### src/rtl/if_stage_if.sv
// Fetch-stage bundle: hazard controls, EXE redirect, instruction-memory port,
// IF/ID register outputs and the fetch performance counters.
interface if_stage_if #(
  parameter int IM_ADDR_W = 8
);
  logic                 flushF;
  logic                 bubbleF;
  logic                 flushD;
  logic                 bubbleD;
  logic                 br_taken_exe;
  logic [31:0]          br_target_exe;
  logic [IM_ADDR_W-1:0] im_addr;
  logic [31:0]          im_rdata;
  logic [31:0]          pc_if;
  logic [31:0]          pc_id;
  logic [31:0]          pc4_id;
  logic [31:0]          instr_id;
  logic                 valid_id;
  logic [31:0]          fetch_cnt;
  logic [31:0]          stall_cnt;
  logic [31:0]          flush_cnt;

  modport master (
    output flushF, bubbleF, flushD, bubbleD, br_taken_exe, br_target_exe, im_rdata,
    input  im_addr, pc_if, pc_id, pc4_id, instr_id, valid_id,
           fetch_cnt, stall_cnt, flush_cnt
  );

  modport slave (
    input  flushF, bubbleF, flushD, bubbleD, br_taken_exe, br_target_exe, im_rdata,
    output im_addr, pc_if, pc_id, pc4_id, instr_id, valid_id,
           fetch_cnt, stall_cnt, flush_cnt
  );
endinterface

### src/rtl/if_stage.sv
// Instruction-fetch stage: PC register, instruction-memory addressing,
// IF/ID pipeline register and saturating fetch/stall/flush counters.
module if_stage #(
  parameter logic [31:0] PC_RESET  = 32'h0000_3000,
  parameter int          IM_ADDR_W = 8,
  // Saturation ceiling of the counters; lowered only to exercise saturation quickly.
  parameter logic [31:0] CNT_MAX   = 32'hFFFF_FFFF
) (
  input logic      clk,
  input logic      rst,
  if_stage_if.slave bus
);

  function automatic logic [31:0] sat_inc(input logic [31:0] cnt);
    sat_inc = (cnt >= CNT_MAX) ? cnt : cnt + 32'd1;
  endfunction

  logic [31:0] pc_p0;
  logic [31:0] pc_p1;
  logic [31:0] pc4_p1;
  logic [31:0] instr_p1;
  logic        vld_p1;
  logic [31:0] fetch_cnt;
  logic [31:0] stall_cnt;
  logic [31:0] flush_cnt;
  logic [31:0] pc_next4;
  logic        load_id;

  assign pc_next4 = pc_p0 + 32'd4;
  assign load_id  = !bus.flushD && !bus.bubbleD;

  // IF stage: PC register; a taken branch overrides bubbleF since the stalled fetch is squashed
  always_ff @(posedge clk) begin
    if (rst || bus.flushF) begin
      pc_p0 <= PC_RESET;
    end else if (bus.br_taken_exe) begin
      pc_p0 <= {bus.br_target_exe[31:2], 2'b00};
    end else if (!bus.bubbleF) begin
      pc_p0 <= pc_next4;
    end
  end

  // IF/ID boundary: flush inserts a NOP, bubble holds, otherwise capture the fetch
  always_ff @(posedge clk) begin
    if (rst || bus.flushD) begin
      instr_p1 <= 32'd0;
      pc_p1    <= 32'd0;
      pc4_p1   <= 32'd0;
      vld_p1   <= 1'b0;
    end else if (!bus.bubbleD) begin
      instr_p1 <= bus.im_rdata;
      pc_p1    <= pc_p0;
      pc4_p1   <= pc_next4;
      vld_p1   <= 1'b1;
    end
  end

  always_ff @(posedge clk) begin
    if (rst) begin
      fetch_cnt <= 32'd0;
      stall_cnt <= 32'd0;
      flush_cnt <= 32'd0;
    end else begin
      if (load_id)                      fetch_cnt <= sat_inc(fetch_cnt);
      if (bus.bubbleD && !bus.flushD)   stall_cnt <= sat_inc(stall_cnt);
      if (bus.flushD)                   flush_cnt <= sat_inc(flush_cnt);
    end
  end

  assign bus.im_addr   = pc_p0[IM_ADDR_W+1:2];
  assign bus.pc_if     = pc_p0;
  assign bus.pc_id     = pc_p1;
  assign bus.pc4_id    = pc4_p1;
  assign bus.instr_id  = instr_p1;
  assign bus.valid_id  = vld_p1;
  assign bus.fetch_cnt = fetch_cnt;
  assign bus.stall_cnt = stall_cnt;
  assign bus.flush_cnt = flush_cnt;

endmodule
### src/flat_wrapper.sv
// flat-port wrapper written by rule: the top's interface ports become plain ports
module if_stage_flat 
#(
  parameter logic [31:0] PC_RESET  = 32'h0000_3000,
  parameter int          IM_ADDR_W = 8,
                                                                                     
  parameter logic [31:0] CNT_MAX   = 32'hFFFF_FFFF
)
  (clk, rst, bus_flushF, bus_bubbleF, bus_flushD, bus_bubbleD, bus_br_taken_exe, bus_br_target_exe, bus_im_rdata, bus_im_addr, bus_pc_if, bus_pc_id, bus_pc4_id, bus_instr_id, bus_valid_id, bus_fetch_cnt, bus_stall_cnt, bus_flush_cnt);
  if_stage_if #(.IM_ADDR_W(IM_ADDR_W)) bus_i ();
  input logic clk;
  input logic rst;
  input wire logic [$bits(bus_i.flushF)-1:0] bus_flushF;
  input wire logic [$bits(bus_i.bubbleF)-1:0] bus_bubbleF;
  input wire logic [$bits(bus_i.flushD)-1:0] bus_flushD;
  input wire logic [$bits(bus_i.bubbleD)-1:0] bus_bubbleD;
  input wire logic [$bits(bus_i.br_taken_exe)-1:0] bus_br_taken_exe;
  input wire logic [$bits(bus_i.br_target_exe)-1:0] bus_br_target_exe;
  input wire logic [$bits(bus_i.im_rdata)-1:0] bus_im_rdata;
  output wire logic [$bits(bus_i.im_addr)-1:0] bus_im_addr;
  output wire logic [$bits(bus_i.pc_if)-1:0] bus_pc_if;
  output wire logic [$bits(bus_i.pc_id)-1:0] bus_pc_id;
  output wire logic [$bits(bus_i.pc4_id)-1:0] bus_pc4_id;
  output wire logic [$bits(bus_i.instr_id)-1:0] bus_instr_id;
  output wire logic [$bits(bus_i.valid_id)-1:0] bus_valid_id;
  output wire logic [$bits(bus_i.fetch_cnt)-1:0] bus_fetch_cnt;
  output wire logic [$bits(bus_i.stall_cnt)-1:0] bus_stall_cnt;
  output wire logic [$bits(bus_i.flush_cnt)-1:0] bus_flush_cnt;
  assign bus_i.flushF = bus_flushF;
  assign bus_i.bubbleF = bus_bubbleF;
  assign bus_i.flushD = bus_flushD;
  assign bus_i.bubbleD = bus_bubbleD;
  assign bus_i.br_taken_exe = bus_br_taken_exe;
  assign bus_i.br_target_exe = bus_br_target_exe;
  assign bus_i.im_rdata = bus_im_rdata;
  assign bus_im_addr = bus_i.im_addr;
  assign bus_pc_if = bus_i.pc_if;
  assign bus_pc_id = bus_i.pc_id;
  assign bus_pc4_id = bus_i.pc4_id;
  assign bus_instr_id = bus_i.instr_id;
  assign bus_valid_id = bus_i.valid_id;
  assign bus_fetch_cnt = bus_i.fetch_cnt;
  assign bus_stall_cnt = bus_i.stall_cnt;
  assign bus_flush_cnt = bus_i.flush_cnt;
  if_stage #(.PC_RESET(PC_RESET), .IM_ADDR_W(IM_ADDR_W), .CNT_MAX(CNT_MAX)) u_core (.clk(clk), .rst(rst), .bus(bus_i));
endmodule
### config.mk
export PLATFORM = sky130hd
export DESIGN_NAME = if_stage_flat
export DESIGN_NICKNAME = d
export VERILOG_FILES = /design/src/rtl/if_stage_if.sv /design/src/rtl/if_stage.sv /design/src/flat_wrapper.sv
export SDC_FILE = /design/constraint.sdc
export NUM_CORES = 1
export LEC_CHECK = 0
export ABC_CLOCK_PERIOD_IN_PS = 6070
export BUFFER_PORTS_ARGS = -buffer_cell sky130_fd_sc_hd__clkbuf_2
export CORE_MARGIN = 1.5
export CORE_UTILIZATION = 54
export DETAILED_ROUTE_END_ITERATION = 10
export PLACE_DENSITY = 0.91
export SLEW_MARGIN = 20
export SYNTH_ARGS = -nofsm -noshare
export SYNTH_HDL_FRONTEND = slang
export SYNTH_SLANG_ARGS = --single-unit
### constraint.sdc
create_clock -name clk -period 6.07 [get_ports clk]
set_input_delay 0.3035 -clock clk [delete_from_list [all_inputs] [get_ports clk]]
set_output_delay 0.3035 -clock clk [all_outputs]
set_load 0.005 [all_outputs]
# Word-level counts from Yosys, hierarchy flattened
# Cells that the tools add are included.
[word_totals] regBits=225 input_bits=71 out_inout_bits=233 wordCells=32
[classes] add_sub_neg=4 magnitude_cmp=3 n_eq_ne=1 mux=2 n_bitwise=3 n_reduce_logical=10
[op_table] cell="32-bit by 1-bit adder with 32-bit output (second input constant)" count=3
[op_table] cell="32-bit >= comparator (second input constant)" count=3
[op_table] cell="32-bit two-way mux" count=2
[op_table] cell="32-bit by 3-bit adder with 32-bit output (second input constant)" count=1
[op_table] cell="2-bit AND reduction" count=3
[op_table] cell="1-bit NOT" count=3
[op_table] cell="1-bit logical AND" count=2
[op_table] cell="1-bit logical NOT" count=2
[op_table] cell="1-bit logical OR" count=2
[op_table] cell="2-bit by 1-bit != test with 1-bit output (second input constant)" count=1
[op_table] cell="2-bit OR reduction" count=1

# Longest topological paths before layout
[depth] ltp_word=3 mapped_depth=9 ltp_nobuf=6

# Worst setup path before layout
# OpenSTA, ideal clock, no wires.
[synth_timing] kind="reg2reg" from="reg u_core.flush_cnt[0], in the netlist u_core.bus.flush_cnt[0]" to="reg u_core.flush_cnt[17], in the netlist u_core.bus.flush_cnt[17]" setup_time_ns=0.115 arrival_ns=2.090 required_time_ns=5.955 path_slack_ns=3.865 path_stages_with_launch=9 path_buffers=2 synth_period_minus_slack_ns=2.205 path_cell_list="dfxtp_1 -> ha_1 -> nand4_1 -> or4_1 -> o21ai_4 -> buf_4 -> buf_6 -> nor3_1 -> o21ba_2"
[synth_via] elab_chain_cells=3 word_cells_on_any_way=4 classes_between="1 x add/sub; 1 x order compare; 1 x bitwise; 1 x reduce/logical"
[synth_lines] element="start: declaration" line="if_stage.sv:25" text="logic [31:0] flush_cnt;"
[synth_lines] element="start signal: assignment" line="if_stage.sv:66" text="if (bus.flushD) flush_cnt <= sat_inc(flush_cnt);"
[synth_lines] element="32-bit >= comparator" line="if_stage.sv:15" text="sat_inc = (cnt >= CNT_MAX) ? cnt : cnt + 32'd1;"
[synth_lines] element="1-bit NOT (no source line)"
[synth_lines] element="2-bit AND reduction (no source line)"
# Parallel ways exist; a longest one is shown, timed or not.
# A chain may end at the register's enable or synchronous reset.

# Final worst setup path
[layout_timing] from="reg u_core.flush_cnt[16], in the netlist u_core.bus.flush_cnt[16]" to="reg u_core.flush_cnt[15], in the netlist u_core.bus.flush_cnt[15]"
[layout_via] elab_chain_cells=3
[layout_lines] element="32-bit >= comparator" line="if_stage.sv:15"
[layout_lines] element="1-bit NOT (no source line)"
[layout_lines] element="2-bit AND reduction (no source line)"
# Every way passes these cells.

==> results.cfg <==
[detailed_routing]
ant_nets = 0
vias = 9813
wl_met2_um = 14100
firstDrtPassIters = 7
first_iter_violations = 593
wl_per_cell_um = 17.1
avgViaCountPerCell = 5.86
met1_length_um = 11200
routed_wirelength_um = 28700
wl_met3_um = 2490
remaining_drc_errors = 0
routed.top_layer = met4

[sta]
hold_viol = 0
max_freq_ghz = 0.371
period_needed_ns = 2.69
min_period_over_period_pct = 44.4
finClkSkew_ns = 0.0158
finalSetupTns_ns = 0
tightest_slew_ns = 1.13
rsz0062_at_grt = no
hold_ws_ns = 0.0368
slew_headroom_pct = 24.5
setup_viol = 0
slew_violations = 0

[run]
cap_violations = 0

[clocking]
cts_setup_buffers = 0
cts_tree = yes
ctsHoldBuffers = 0
cts_buffer_depth = 3
clk_root_buffer_cell = clkbuf_16
cts-buffers-inserted = 22
insertion_delay_ns = 0.51
ctsResizeCount = 0
clk_pin_slew_ns = 0.06
clock_sinks = 219
cts_htree_levels = 1

[logic_synthesis]
yosys.area.top_type_share_pct = 43.0
synthFlopType = dfxtp_1
synth_cell_type_count = 60
synth_common_cells = dfxtp_1 (219), nor2_1 (160), a21oi_1 (103)
yosys.area.top_type = dfxtp_1
yosys_warnings = 0
synth-seq-cells = 219
synth_edf_count = 0
async_flop_share_pct = 0
avgSynthCellArea_sq_um = 8.60
synth.most_common_cell = dfxtp_1
synth_seq_area_share_pct = 43.0
syn_inst = 1186
netlist_area_sq_um = 10200
yosys-top-cells-area = dfxtp_1 (43%), mux2i_1 (7.2%), nor2_1 (5.9%), xnor2_1 (5.2%), a21oi_1 (5.1%)

[layout]
final_nets = 1503
drive_gt1_share_pct = 25.5
area_growth_syn_to_layout_pct = 21.1
diodes = 0

[global_route]
grt_pass1_vias = 9102
grt_pass1_wl_um = 44800
antenna_found_initial = 0
grt_max_degree = 73
grt_overflow_total = 0
track_usage_pct = 27.4

[setup_path]
slowest_stage = or4_1
worstRegToRegCells = 5
cp-end-kind = flip-flop
path_cells = nand4_1 > or4_1 > o21ai_4 > nor4_1 > mux2_2
critical_path.max_stage_delay_ns = 0.71
startpoint = u_core.bus.flush_cnt[16]
worstSetupPathType = flip-flop to flip-flop
crit_required_ns = 6.47
critPathLaunchType = flip-flop
rr_endpoint = u_core.bus.flush_cnt[15]
arrival_ns = 3.09
r2r_start = u_core.bus.flush_cnt[16]
reg2reg_slack_ns = 3.38
cp-endpoint = u_core.bus.flush_cnt[15]
crit_path_max_fanout = 26

[placement]
numPortBuffers = 295
hpwl_um = 20000
gp_congestion = 0.935

[floorplan]
die_w_um = 140
start_util_pct = 54.9
fp.coreArea_sq_um = 18600
die_y_um = 140
row_count = 50
io_pins = 304
die-area_sq_um = 19700

[pwr]
p_per_area_nw_per_um2 = 247
pwr-share-seq_pct = 49.1
p_leak_uw = 0.00490
switching_share_pct = 23.1
vdd_ir_drop_max_mv = 0.251
p_int_uw = 2340
p_sw_uw = 704
clkPwrFrac_pct = 44.8
p_comb_share_pct = 6.1

[status]
run_status = complete, no violations

[hold_path]
hold_path_class = input port to flip-flop
## cells in the final DEF (no fill, tap or decap), drive strengths merged, types with 4 or more instances in the layout
master  count
or2         6
nand2      53
inv        19
xnor2      60
buf         8
and2        6
nor2      160
dfxtp     219
or4b        5
o21ai      71
clkinv      6
nor3       28
a211oi     10
and4       12
or3        36
mux2        7
nor4       24
nand2b      6
xor2       23
clkbuf    323
a21oi     103
o31ai      21
conb        6
and3        7
mux2i      73
or4        27
nand4      39
nand3      43
ha          4
nor2b       8
## per-stage QoR
step           util, %  cells  worst slack, ns  power, uW  instance area (sq um)
2_1_floorplan        -   1191             3.86       1630                  10200
3_3_place_gp      62.5   1638             3.43       1700                  11600
3_5_place_dp      62.5   1638             3.34       1710                  11600
4_1_cts           66.4   1676             3.30       3070                  12300
5_1_grt           66.4   1676             3.27       3150                  12300
6_report          66.4   1676             3.38       3050                  12300
## logic make-up after synthesis
family	Yosys count	share of synthesized area, %
simple gates	467	23.9
fa+ha+maj	4	0.491
xor+xnor	83	7.13
flops	219	43.0
compound gates	225	12.7
mux	80	7.94
buf+inv	107	4.79
other cells	1	0.0368
## worst max-delay path: cells and delay by family, from the launching register on
kind,cells,cell delay (ns)
mux,1,0.29
compound gates,1,0.55
flops,1,0.57
simple gates,3,1.16
## power by group through the flow
| stage | registers, uW | clock network, uW | logic [uW] |
|---|---|---|---|
| 6_report | 1500 | 1370 | 187 |
| 5_1_grt | 1500 | 1440 | 202 |
| 4_1_cts | 1500 | 1390 | 186 |
| 3_5_place_dp | 1530 | 0 | 183 |
| 3_3_place_gp | 1530 | 0 | 179 |
| 2_1_floorplan | 1520 | 0 | 114 |
## per-layer routing
layer / up-vias / GRT usage, %
met5: - / 0
met4: 0 / 11.1
met3: 68 / 6.53
met2: 423 / 47.9
met1: 4622 / 32.3
li1: 4700 / -
## how the worst min path moves through the flow
stage,depth (start not counted),end,slack (ns),start
global placement,1,u_core.bus.valid_id,0.43,u_core.bus.valid_id
global route,3,u_core.bus.instr_id[26],0.02,bus_im_rdata[26]
detailed placement,1,u_core.bus.valid_id,0.44,u_core.bus.valid_id
floorplan,2,u_core.bus.pc_if[12],0.43,bus_br_target_exe[12]
finish,3,u_core.bus.instr_id[6],0.04,bus_im_rdata[6]
CTS,3,u_core.bus.instr_id[6],0.02,bus_im_rdata[6]
## sequential cells by signal, summed over array words and instances, names as in the netlist
| name | cells |
|---|---|
| u_core.bus.pc4_id | 30 |
| u_core.bus.flush_cnt | 32 |
| u_core.bus.pc_if | 30 |
| u_core.bus.instr_id | 32 |
| u_core.bus.pc_id | 30 |
| u_core.bus.stall_cnt | 32 |
| u_core.bus.valid_id | 1 |
| u_core.bus.fetch_cnt | 32 |
## area by class of cell
| type | count | area (sq um) |
|---|---|---|
| fillers | 1451 | 6230 |
| multi-input cells | 865 | 5360 |
| well taps | 234 | 293 |
| repair buffers | 301 | 1530 |
| clock inverters | 8 | 93.8 |
| inverters | 19 | 71.3 |
| clock buffers | 30 | 622 |
| flip-flops and latches | 219 | 4380 |
No activity file was read; power rests on OpenSTA's default activity.
